`src/rtl/fp_to_int_seq_pkg.sv`:
```
// Shared types and bf16 field constants for the bf16 -> integer converter.
package fp_to_int_seq_pkg;

  localparam int BF16_W     = 16;
  localparam int BF16_EXP_W = 8;
  localparam int BF16_MAN_W = 7;
  localparam int BF16_BIAS  = 127;

  typedef enum logic [1:0] {
    IDLE  = 2'd0,
    SHIFT = 2'd1,
    ROUND = 2'd2,
    DONE  = 2'd3
  } fp2int_state_e;

endpackage

```
`src/rtl/fp_to_int_seq_round.sv`:
```
// Rounding, range check and flag generation for the converter's ROUND stage.
module fp2int_round #(
  parameter int INT_WIDTH = 32
) (
  input  logic [INT_WIDTH-1:0] mag_i,
  input  logic                 guard_i,
  input  logic                 sticky_i,
  input  logic                 sign_i,
  input  logic                 signed_i,
  input  logic                 rtz_i,
  output logic [INT_WIDTH-1:0] result_o,
  output logic                 nv_o,
  output logic                 nx_o
);

  localparam logic [INT_WIDTH:0] SMAX_MAG = {2'b00, {(INT_WIDTH-1){1'b1}}};
  localparam logic [INT_WIDTH:0] SMIN_MAG = {2'b01, {(INT_WIDTH-1){1'b0}}};

  logic                 inc;
  logic                 inexact;
  logic [INT_WIDTH:0]   mag_r;

  always_comb begin
    inc      = ~rtz_i & guard_i & (sticky_i | mag_i[0]);
    inexact  = guard_i | sticky_i;
    // One extra bit so a carry out of the increment shows up as overflow.
    mag_r    = {1'b0, mag_i} + {{INT_WIDTH{1'b0}}, inc};
    result_o = '0;
    nv_o     = 1'b0;
    nx_o     = 1'b0;
    if (signed_i) begin
      if (!sign_i && (mag_r > SMAX_MAG)) begin
        result_o = SMAX_MAG[INT_WIDTH-1:0];
        nv_o     = 1'b1;
      end else if (sign_i && (mag_r > SMIN_MAG)) begin
        result_o = SMIN_MAG[INT_WIDTH-1:0];
        nv_o     = 1'b1;
      end else begin
        result_o = sign_i ? -mag_r[INT_WIDTH-1:0] : mag_r[INT_WIDTH-1:0];
        nx_o     = inexact;
      end
    end else begin
      if (sign_i) begin
        if (mag_r != '0) nv_o = 1'b1;
        else             nx_o = inexact;
      end else if (mag_r[INT_WIDTH]) begin
        result_o = '1;
        nv_o     = 1'b1;
      end else begin
        result_o = mag_r[INT_WIDTH-1:0];
        nx_o     = inexact;
      end
    end
  end

endmodule

```
`src/rtl/fp_to_int_seq.sv`:
```
// Multi-cycle bf16 -> signed/unsigned integer converter (fcvt.w / fcvt.wu).
// Define FP2INT_RTZ_EN to add the rtz_i round-toward-zero request port.
//
// state | meaning
// IDLE  | waiting for a request, ready_o=1
// SHIFT | iterative right shift of the aligned significand
// ROUND | RNE/RTZ rounding, range check, flags
// DONE  | result held until consumer accepts
module fp_to_int_seq
  import fp_to_int_seq_pkg::*;
#(
  parameter int INT_WIDTH  = 32,
  parameter int SHIFT_STEP = 4
) (
  input  logic                 clk_i,
  input  logic                 rst_i,
  input  logic                 valid_i,
  output logic                 ready_o,
  input  logic [15:0]          operand_i,
  input  logic                 signed_i,
`ifdef FP2INT_RTZ_EN
  input  logic                 rtz_i,
`endif
  output logic                 valid_o,
  input  logic                 ready_i,
  output logic [INT_WIDTH-1:0] result_o,
  output logic                 nv_o,
  output logic                 nx_o
);

  localparam int ACC_W = INT_WIDTH + 8;

  localparam logic [1:0] ST_IDLE  = IDLE;
  localparam logic [1:0] ST_SHIFT = SHIFT;
  localparam logic [1:0] ST_ROUND = ROUND;
  localparam logic [1:0] ST_DONE  = DONE;

  localparam logic [INT_WIDTH-1:0] SAT_SMAX = {1'b0, {(INT_WIDTH-1){1'b1}}};
  localparam logic [INT_WIDTH-1:0] SAT_SMIN = {1'b1, {(INT_WIDTH-1){1'b0}}};

  logic [1:0]           state_q, state_d;
  logic [ACC_W-1:0]     acc_q, acc_d;
  logic [5:0]           sh_q, sh_d;
  logic                 sticky_q, sticky_d;
  logic                 sign_q, sign_d;
  logic                 signed_q, signed_d;
  logic                 rtz_q, rtz_d;
  logic [INT_WIDTH-1:0] result_q, result_d;
  logic                 nv_q, nv_d;
  logic                 nx_q, nx_d;

  logic                  op_sign;
  logic [BF16_EXP_W-1:0] op_exp;
  logic [BF16_MAN_W-1:0] op_man;
  logic signed [9:0]     exp_unb;
  logic                  exp_ovf;
  logic [5:0]            sh_init;
  logic [5:0]            step;
  logic [ACC_W-1:0]      shift_mask;
  logic [INT_WIDTH-1:0]  sat_pos, sat_neg;
  logic                  rtz_in;
  logic [INT_WIDTH-1:0]  rnd_result;
  logic                  rnd_nv, rnd_nx;

`ifdef FP2INT_RTZ_EN
  assign rtz_in = rtz_i;
`else
  assign rtz_in = 1'b0;
`endif

  assign op_sign = operand_i[BF16_W-1];
  assign op_exp  = operand_i[BF16_W-2 -: BF16_EXP_W];
  assign op_man  = operand_i[BF16_MAN_W-1:0];
  assign exp_unb = $signed({2'b00, op_exp}) - $signed(10'(BF16_BIAS));
  assign exp_ovf = exp_unb > $signed(10'(INT_WIDTH-1));
  assign sat_pos = signed_i ? SAT_SMAX : '1;
  assign sat_neg = signed_i ? SAT_SMIN : '0;

  // Shifts beyond INT_WIDTH+1 only feed sticky, so the distance is capped there.
  always_comb begin
    if (exp_unb < -10'sd2) sh_init = 6'(INT_WIDTH + 1);
    else                   sh_init = 6'(INT_WIDTH - 1) - exp_unb[5:0];
  end

  always_comb begin
    if (sh_q < 6'(SHIFT_STEP)) step = sh_q;
    else                       step = 6'(SHIFT_STEP);
    shift_mask = ~({ACC_W{1'b1}} << step);
  end

  fp2int_round #(
    .INT_WIDTH(INT_WIDTH)
  ) u_round (
    .mag_i   (acc_q[ACC_W-1:8]),
    .guard_i (acc_q[7]),
    .sticky_i(sticky_q | (|acc_q[6:0])),
    .sign_i  (sign_q),
    .signed_i(signed_q),
    .rtz_i   (rtz_q),
    .result_o(rnd_result),
    .nv_o    (rnd_nv),
    .nx_o    (rnd_nx)
  );

  always_comb begin
    state_d  = state_q;
    acc_d    = acc_q;
    sh_d     = sh_q;
    sticky_d = sticky_q;
    sign_d   = sign_q;
    signed_d = signed_q;
    rtz_d    = rtz_q;
    result_d = result_q;
    nv_d     = nv_q;
    nx_d     = nx_q;
    case (state_q)
      ST_IDLE: begin
        if (valid_i) begin
          sign_d   = op_sign;
          signed_d = signed_i;
          rtz_d    = rtz_in;
          sticky_d = 1'b0;
          result_d = '0;
          nv_d     = 1'b0;
          nx_d     = 1'b0;
          if (op_exp == '1) begin
            result_d = (op_sign && (op_man == '0)) ? sat_neg : sat_pos;
            nv_d     = 1'b1;
            state_d  = ST_DONE;
          end else if (op_exp == '0) begin
            nx_d    = |op_man;
            state_d = ST_DONE;
          end else if (exp_ovf) begin
            result_d = op_sign ? sat_neg : sat_pos;
            nv_d     = 1'b1;
            state_d  = ST_DONE;
          end else begin
            acc_d   = {1'b1, op_man, {INT_WIDTH{1'b0}}};
            sh_d    = sh_init;
            state_d = (sh_init != '0) ? ST_SHIFT : ST_ROUND;
          end
        end
      end
      ST_SHIFT: begin
        acc_d    = acc_q >> step;
        sticky_d = sticky_q | (|(acc_q & shift_mask));
        sh_d     = sh_q - step;
        if (sh_q == step) state_d = ST_ROUND;
      end
      ST_ROUND: begin
        result_d = rnd_result;
        nv_d     = rnd_nv;
        nx_d     = rnd_nx;
        state_d  = ST_DONE;
      end
      ST_DONE: begin
        if (ready_i) state_d = ST_IDLE;
      end
      default: state_d = ST_IDLE;
    endcase
  end

  always_ff @(posedge clk_i or posedge rst_i) begin
    if (rst_i) begin
      state_q  <= ST_IDLE;
      acc_q    <= '0;
      sh_q     <= '0;
      sticky_q <= 1'b0;
      sign_q   <= 1'b0;
      signed_q <= 1'b0;
      rtz_q    <= 1'b0;
      result_q <= '0;
      nv_q     <= 1'b0;
      nx_q     <= 1'b0;
    end else begin
      state_q  <= state_d;
      acc_q    <= acc_d;
      sh_q     <= sh_d;
      sticky_q <= sticky_d;
      sign_q   <= sign_d;
      signed_q <= signed_d;
      rtz_q    <= rtz_d;
      result_q <= result_d;
      nv_q     <= nv_d;
      nx_q     <= nx_d;
    end
  end

  assign ready_o  = (state_q == ST_IDLE);
  assign valid_o  = (state_q == ST_DONE);
  assign result_o = result_q;
  assign nv_o     = nv_q;
  assign nx_o     = nx_q;

endmodule

```
`config.mk`:
```
export PLATFORM = sky130hd
export DESIGN_NAME = fp_to_int_seq
export DESIGN_NICKNAME = d
export VERILOG_FILES = /design/src/rtl/fp_to_int_seq_pkg.sv /design/src/rtl/fp_to_int_seq_round.sv /design/src/rtl/fp_to_int_seq.sv
export SDC_FILE = /design/constraint.sdc
export NUM_CORES = 1
export LEC_CHECK = 0
export BUFFER_PORTS_ARGS = -buffer_cell sky130_fd_sc_hd__buf_4
export CORE_ASPECT_RATIO = 1.5
export CORE_MARGIN = 1.5
export CORE_UTILIZATION = 50
export DETAILED_ROUTE_END_ITERATION = 16
export MAX_ROUTING_LAYER = met4
export PLACE_DENSITY = 0.71
export SETUP_SLACK_MARGIN = 0.2
export SLEW_MARGIN = 20
export SYNTH_ARGS = -nofsm -noshare
export SYNTH_HDL_FRONTEND = slang
export SYNTH_SLANG_ARGS = --single-unit
export TNS_END_PERCENT = 30
```
`constraint.sdc`:
```
create_clock -name clk_i -period 4.4 [get_ports clk_i]
set_input_delay 0.66 -clock clk_i [delete_from_list [all_inputs] [get_ports clk_i]]
set_output_delay 0.66 -clock clk_i [all_outputs]
set_load 0.05 [all_outputs]
```
==> results.cfg, run 1 <==
[run_status]
outcome = finished, final reports clean

[timing]
post-route-period-util_pct = 89.1
skew_ps = 9.36
fin_crit_ps = 3920
relSlewSlack_pct = 32.9
timing.final.ws_setup_ps = 481
hold_violations = 0
setup_violations = 0
grt_setup_unrepaired = false
tightest_slew_ps = 1010
setup_tns_ps = 0
fmax_mhz = 255
slew_violations = 0

[place]
place_area_mm2 = 0.00835
dp_cells = 1205
post-dp-hpwl_mm = 16.4
port_buffers = 56
gp_congestion = 1.02
pre_cts_slack_ps = 415

[critical_path]
critPathLaunchType = register
r2r_slack_ps = 480
worst-r2r-cell-count = 13
r2r-end = result_o[8]
path_class = register to register
crit_fanout = 31
critPathArrivalTime_ps = 4170
reg2reg_from = acc_q[7]
worstPathRequired_ps = 4650
worst_setup_path_end_kind = register

[finish]
num-nets-final = 1049
final_common_cell = nand2_1
final_cell_mix = nand2_1, o21ai_0, buf_4
design_area_mm2 = 0.00864
synthToLayoutAreaGrowth_pct = 10.1
fillers = 1445
layout.cells.non_filler = 1220
final_layout_size_suffix_gt1_share_pct = 14.9
diodes = 0

[global_route]
gr-usage-all-layers_pct = 28.7
grt_overflow = 0
grt_pass1_vias = 7365
antenna_found_initial = 0
grt_start_max_net_pins = 50
grt_pass1_wl_mm = 37.2

[synthesis]
synth_edf_count = 0
synth_top_family_by_area = compound AO/OA/AOI/OAI gates
syn-num-nets = 1050
ys_types = 71
syn_area_mm2 = 0.00784
synthCells = 1018
ys_top_cells_by_area = dfrtp_1, o21ai_0, mux2i_1, nand2_1, a21oi_1
async_flop_share_pct = 100
yosysTopAreaCellShare_pct = 27.1
synth_adder_area_share_pct = 1.88
netlist.top_cell.by_area = dfrtp_1
ys_seq_elements = 85
ys.flop_type = dfrtp_1
synth_compound_area_share_pct = 25.4
synth_mux_area_share_pct = 9.64
syn_avg_cell_area_um2 = 7.70
yosysWarningCount = 0
synth-simple-area-share_pct = 23.1
yosysSeqAreaShare_pct = 27.1
synth_xor_area_share_pct = 6.25

[floorplanning]
core_area_mm2 = 0.0152
initial_core_util_pct = 51.6
dieArea_mm2 = 0.0165
die_w_um = 105
die_y_um = 156
num_rows = 55
io_pins = 57

[route]
num_vias = 7740
drt-total-wl_mm = 22.5
ant_nets = 0
drc_errors = 0
wl_per_cell_um = 18.4
drtIter0Drc = 468
via_per_inst = 6.34
drt_pass1_iterations = 5

[clocking]
insertion_delay_ps = 340
cts.sinks = 85
cts.path.max_buffers = 2
cts_root_buf = clkbuf_16
htree_levels = 3
clk_pin_slew_worst_paths_ps = 70
post_cts_buffers = 0
cts_inserted_buffers = 9
cts_tree = done

[pwr]
ir_drop_uv = 357
seqPwrFrac_pct = 23.9
p_leak_nw = 3.51
p_switching_mw = 3.07
pwr-share-clk_pct = 12.3
p_int_mw = 2.77
netSwitchingFraction_pct = 52.6
combPwrFrac_pct = 63.8
power_mw = 5.84
pwr_density_cell_mw_per_mm2 = 676

[flow_run]
cap_violations = 0

[worst_hold_path]
hp-class = input port to async pin
flip-flops by register name, summed over array words and instances, names as in the netlist:
signal,flops
result_o,32
sh_q,6
sticky_q,1
state_q,2
sign_q,1
nx_o,1
acc_q,40
signed_q,1
nv_o,1
synthesized netlist by cell type, drive strengths merged (8+ instances only):
| library cell | n |
|---|---|
| nand2 | 119 |
| o21ai | 111 |
| dfrtp | 85 |
| clkbuf | 69 |
| a21oi | 68 |
| mux2i | 53 |
| nor2 | 48 |
| nand3 | 47 |
| xnor2 | 37 |
| o31ai | 34 |
| buf | 31 |
| nor4 | 29 |
| a211oi | 27 |
| a31oi | 23 |
| inv | 23 |
| nand4 | 21 |
| nor3 | 19 |
| xor2 | 19 |
| and3 | 16 |
| ha | 11 |
| or3 | 10 |
| and2 | 9 |
| or2 | 9 |
| mux2 | 8 |
| nand2b | 8 |
worst max-delay path, stage by stage (launching register included):
cell      delay (ps)
dfrtp_1          500
and2_1           170
ha_1             290
nand3_1          140
buf_4            230
nor2_2           280
a31oi_1          200
nor4_2           340
o211ai_1         210
or4_4            600
o211ai_2         180
buf_4            330
a21oi_1          120
a211oi_1         230
power by group through the flow:
| stage | Sequential [mW] | Combinational (mW) | Clock, mW |
|---|---|---|---|
| final | 1.40 | 3.72 | 0.717 |
| after global routing | 1.44 | 4.09 | 0.764 |
| after CTS | 1.39 | 3.72 | 0.729 |
| after detailed placement | 1.41 | 3.71 | 0 |
| after global placement | 1.40 | 3.68 | 0 |
| after floorplan | 1.68 | 2.46 | 0 |
through the flow:
stage | utilization (%) | hold WS, ps
after floorplan | - | 501
after global placement | 54.9 | 529
after detailed placement | 54.9 | 550
after CTS | 56.7 | 503
after global routing | 56.8 | 555
final | 56.8 | 477
layout make-up:
class	count	area, um2	share of cell area [%]
Clock inverter	4	25.0	0.290
Inverter	25	95.1	1.10
Timing Repair Buffer	88	661	7.65
Clock buffer	11	243	2.81
Tap cell	199	249	2.88
Multi-Input combinational cell	808	5240	60.6
Sequential cell	85	2130	24.6
worst max-delay path by stage:
stage / start / endpoint / cells past startpoint
6_report: acc_q[7] / result_o[8] / 13
5_1_grt: acc_q[7] / result_o[13] / 13
4_1_cts: acc_q[8] / result_o[8] / 12
3_5_place_dp: acc_q[8] / result_o[8] / 12
3_3_place_gp: acc_q[8] / result_o[9] / 12
2_1_floorplan: acc_q[8] / nx_o / 15
logic make-up after synthesis:
family / count (synthesis)
xor+xnor: 56
flops: 85
simple gates: 351
compound gates: 321
mux: 67
buf+inv: 125
fa+ha+maj: 12
other cells: 1
per-layer routing:
layer  track usage [%]  vias to the layer above  wire [um]
li1                  -                     3757          -
met1              32.8                     3702       9150
met2              49.0                      209      11400
met3              3.12                       72        753
met4              15.9                        0       1130
met5                 -                        -          0
repair_timing:
action,in CTS,in global routing
endpoints found under the setup margin,0,24
gates resized for setup,0,3
hold buffers,0,0
Note: power is estimated with default switching activity, not from simulation.
==> run 2, diff against run 1 <==
--- a/config.mk
+++ b/config.mk
@@ -9,6 +9,7 @@
 export CORE_ASPECT_RATIO = 1.5
 export CORE_MARGIN = 1.5
 export CORE_UTILIZATION = 50
+export CTS_BUF_LIST = sky130_fd_sc_hd__clkbuf_8 sky130_fd_sc_hd__clkbuf_16
 export DETAILED_ROUTE_END_ITERATION = 16
 export MAX_ROUTING_LAYER = met4
 export PLACE_DENSITY = 0.71
==> run 2 against run 1 <==
Die area did not move. Critical path depth did not move. Cell count did not move. Sequential share of layout area did not move. Clock power barely moved. Combinational power barely moved. Global-route usage did not move. Worst setup slack barely moved. Via count barely moved. Sequential cell count did not move. Largest power group unchanged.
==> results.cfg, run 2 (synthesized netlist as in run 1, its figures left out) <==
[timing]
fmax_mhz = 255
setup_violations = 0
grt_setup_unrepaired = false
setup_tns_ps = 0
skew_ps = 9.97
hold_violations = 0
relSlewSlack_pct = 33.1
tightest_slew_ps = 1000
worst_hold_slack_ps = 477
post-route-period-util_pct = 89.1
fin_crit_ps = 3920
slew_violations = 0

[critical_path]
crit_fanout = 31
critPathLaunchType = register
r2r_slack_ps = 480
worst_path_max_delay_cell = or4_4
path_class = register to register
critPathArrivalTime_ps = 4170
path_cells = and2_1 -> ha_1 -> nand3_1 -> buf_4 -> nor2_2 -> a31oi_1 -> nor4_2 -> o211ai_1 -> or4_4 -> o211ai_2 -> buf_4 -> a21oi_1 -> a211oi_1
worstPathRequired_ps = 4650
worst_setup_path_end_kind = register
crit_top_cell = buf_4
crit_family = simple AND/OR/NAND/NOR gates
path_buf_inv = 2
max_stage_delay_ps = 600

[route]
ant_nets = 0
num_vias = 7745
drc_errors = 0
drt_pass1_iterations = 5
via_per_inst = 6.35
wl_per_cell_um = 18.4
drtIter0Drc = 466
drt-total-wl_mm = 22.5

[finish]
num-nets-final = 1049
final_common_cell = nand2_1
final_layout_size_suffix_gt1_share_pct = 14.9
diodes = 0
largest_reg_flops = 40
design_area_mm2 = 0.00864
final_cell_mix = nand2_1, o21ai_0, buf_4
layout.cells.non_filler = 1220
synthToLayoutAreaGrowth_pct = 10.1
regMostFlops = acc_q

[flow_run]
cap_violations = 0

[run_status]
outcome = finished, final reports clean

[clocking]
insertion_delay_ps = 350
clk_pin_slew_worst_paths_ps = 70
cts.path.max_buffers = 2
htree_levels = 3
cts.sinks = 85
cts_inserted_buffers = 9
cts_tree = done
cts_root_buf = clkbuf_16
post_cts_buffers = 0

[floorplanning]
core_area_mm2 = 0.0152
die_y_um = 156
num_rows = 55
dieArea_mm2 = 0.0165
io_pins = 57
initial_core_util_pct = 51.6
die_w_um = 105

[global_route]
grt_overflow = 0
gr-usage-all-layers_pct = 28.7
antenna_found_initial = 0
grt_start_max_net_pins = 50
grt_pass1_vias = 7365
grt_pass1_wl_mm = 37.2

[pwr]
pwr_density_cell_mw_per_mm2 = 676
ir_drop_uv = 357
p_leak_nw = 3.51

[place]
port_buffers = 56
gp_congestion = 1.02
dp_cells = 1205
place_area_mm2 = 0.00835
post-dp-hpwl_mm = 16.4

[worst_hold_path]
hp-class = input port to async pin
## run 2: changes by cell type in the layout (fill, tap and decap cells not counted)
cell / previous run / this run
inv_1: 22 / 23
clkbuf_1: 1 / 0
## run 2: per-layer routing
metal  up-vias  global-route usage, %  part of all wire, %
met5         -                      -                    0
met2       216                   49.0                   51
met3        67                   3.12                  3.4
li1       3759                      -                    -
met1      3703                   32.8                   41
met4         0                   15.9                  5.0
## run 2: stage by stage
| stage | power [mW] | util [%] | worst slack (ps) |
|---|---|---|---|
| finish | 5.84 | 56.8 | 481 |
| global placement | 5.07 | 54.9 | 528 |
| CTS | 5.84 | 56.7 | 381 |
| floorplan | 4.14 | - | 929 |
| detailed placement | 5.11 | 54.9 | 415 |
| global route | 6.29 | 56.8 | 206 |
## run 2: final cells by class
cell class / instances / area (um2)
Sequential cell: 85 / 2130
Multi-Input combinational cell: 808 / 5240
Tap cell: 199 / 249
Clock inverter: 5 / 28.8
Fill cell: 1445 / 6570
Inverter: 25 / 95.1
Timing Repair Buffer: 88 / 661
Clock buffer: 10 / 239
## run 2: what timing repair did
item | in CTS | in global routing
resized for setup | 0 | 3
hold buffers | 0 | 0
endpoints found under the setup margin | 0 | 24
## run 2: path summary, 6_finish.rpt
kind,from,endpoint,cells past startpoint
setup / recovery,acc_q[7],result_o[8],13
hold / removal,rst_i,result_o[5],2
setup reg to reg,acc_q[7],result_o[8],13
hold reg to reg,acc_q[1],acc_q[1],2
max in group asynchronous,rst_i,acc_q[8],3
min in group clk_i,signed_i,signed_q,2
## run 2: where the power goes
group          total (mW)  internal (mW)  switching [mW]  leakage, nW
clock               0.715          0.391           0.324        0.132
sequential           1.40           1.06           0.339         1.10
combinational        3.72           1.32            2.41         2.28
## run 2: worst register-to-register path: stages (launching register included)
cell and delay (ps):
dfrtp_1 500, and2_1 170, ha_1 290, nand3_1 140, buf_4 230, nor2_2 280, a31oi_1 200, nor4_2 340
o211ai_1 210, or4_4 600, o211ai_2 180, buf_4 330, a21oi_1 140, a211oi_1 230
==> run 3, diff against run 2 <==
==> constraint.sdc (replaced) <==
create_clock -name clk_i -period 4.17 [get_ports clk_i]
set_input_delay 0.6255 -clock clk_i [delete_from_list [all_inputs] [get_ports clk_i]]
set_output_delay 0.6255 -clock clk_i [all_outputs]
set_load 0.01 [all_outputs]
==> run 3 against run 2 <==
Fmax increased by 2.6%. Cell count increased by 0.66%. Critical endpoint is now nx_o. Largest power group unchanged. Global-route usage decreased by 0.24 points. Critical path depth decreased by 3. Die area unchanged. Clock skew increased by 0.64 ps. Via count about the same. Non-clock buffer count increased by 7. Clock power increased by 16%.
==> results.cfg, run 3 (synthesized netlist as in run 1, its figures left out) <==
[clocking]
htree_levels = 3
cts_tree = done
cts_resized = 0
cts_inserted_buffers = 9
insertion_delay_ps = 350
post_cts_buffers = 0
clk_pin_slew_worst_paths_ps = 70
cts.path.max_buffers = 2
cts.sinks = 85
ctsHoldBuffers = 0
cts_root_buf = clkbuf_16

[critical_path]
worstSetupStartpoint = acc_q[11]
path_cells = buf_4 -> and2_1 -> nand3_2 -> o31a_1 -> nor4_2 -> o211ai_1 -> or4_4 -> o311a_1 -> or3_1 -> o21ai_1
worst-r2r-cell-count = 10
critPathLaunchType = register
worst_setup_path_end_kind = register
path_class = register to register
worst_path_max_delay_cell = dfrtp_1
worstPathRequired_ps = 4450
reg2reg_from = acc_q[11]
max_stage_delay_ps = 660
critPathArrivalTime_ps = 4100
crit_fanout = 12

[place]
post-dp-hpwl_mm = 16.3
port_buffers = 56
gp_congestion = 0.934
dp_cells = 1212
pre_cts_slack_ps = 247
place_area_mm2 = 0.00843

[timing]
setup_violations = 0
hold_violations = 0
timing.final.ws_setup_ps = 349
fin_crit_ps = 3820
setup_tns_ps = 0
fmax_mhz = 262
slew_violations = 0
post-route-period-util_pct = 91.6
grt_setup_unrepaired = false
worst_hold_slack_ps = 338
tightest_slew_ps = 840
skew_ps = 10.6
relSlewSlack_pct = 43.9

[global_route]
gr-usage-all-layers_pct = 28.4
grt_overflow = 0
antenna_found_initial = 0
grt_pass1_wl_mm = 36.8
grt_start_max_net_pins = 51
globalRouteMet1Util_pct = 33.0
grt_pass1_vias = 7241
met3_usage_pct = 3.12
busiest_layer = met2
grt_use_met2_pct = 48.3

[route]
wl_per_cell_um = 18.3
drt_pass1_iterations = 5
via_per_inst = 6.31
drc_errors = 0
num_vias = 7750
drt-total-wl_mm = 22.5
ant_nets = 0
drtIter0Drc = 536

[finish]
design_area_mm2 = 0.00875
final_util_pct = 57.5
largest_reg_flops = 40
synthToLayoutAreaGrowth_pct = 11.6
regMostFlops = acc_q
final_layout_size_suffix_gt1_share_pct = 15.6
layout.cells.non_filler = 1228
fillers = 1417
final_common_cell = nand2_1
seq_area_mm2 = 0.00213
diodes = 0
multi_input_area_mm2 = 0.00524
final_cell_mix = nand2_1, o21ai_0, buf_4
num-nets-final = 1056

[floorplanning]
initial_core_util_pct = 51.6
num_rows = 55
die_y_um = 156
core_area_mm2 = 0.0152
io_pins = 57
dieArea_mm2 = 0.0165
die_w_um = 105

[worst_hold_path]
hp-class = input port to async pin

[pwr]
power_mw = 5.79
ir_drop_uv = 308
pwr_density_cell_mw_per_mm2 = 662
p_leak_nw = 3.56

[flow_run]
cap_violations = 0

[run_status]
outcome = finished, final reports clean
run 3: layout make-up:
class	count	share of cell area, %
Clock buffer	9	2.57
Clock inverter	7	0.844
Inverter	25	1.09
Multi-Input combinational cell	808	59.9
Sequential cell	85	24.3
Tap cell	199	2.85
Timing Repair Buffer	95	8.44
run 3: power by group:
part / switching [mW] / internal, mW / leakage [nW] / total, mW
Combinational: 2.10 / 1.40 / 2.33 / 3.50
Sequential: 0.345 / 1.12 / 1.10 / 1.46
Clock: 0.361 / 0.467 / 0.140 / 0.827
run 3: path summary, 6_finish.rpt:
| check | end | slack [ps] |
|---|---|---|
| worst min register to register | acc_q[6] | 570 |
| worst max register to register | nx_o | 350 |
| min in group clk_i | signed_q | 530 |
| max in group asynchronous | acc_q[7] | 2720 |
| worst min-delay path | result_o[6] | 340 |
| worst max-delay path | nx_o | 350 |
run 3: layer usage:
layer  wire length, um  vias up
met5                 0        -
met4              1060        0
met3               893       69
met2             11500      249
met1              9010     3666
li1                  -     3766
run 3: critical path: cells and delay by family, from the launching register on:
| kind | cells | cell delay (ps) |
|---|---|---|
| flops | 1 | 660 |
| simple gates | 5 | 1770 |
| compound gates | 4 | 1080 |
| buf+inv | 1 | 250 |
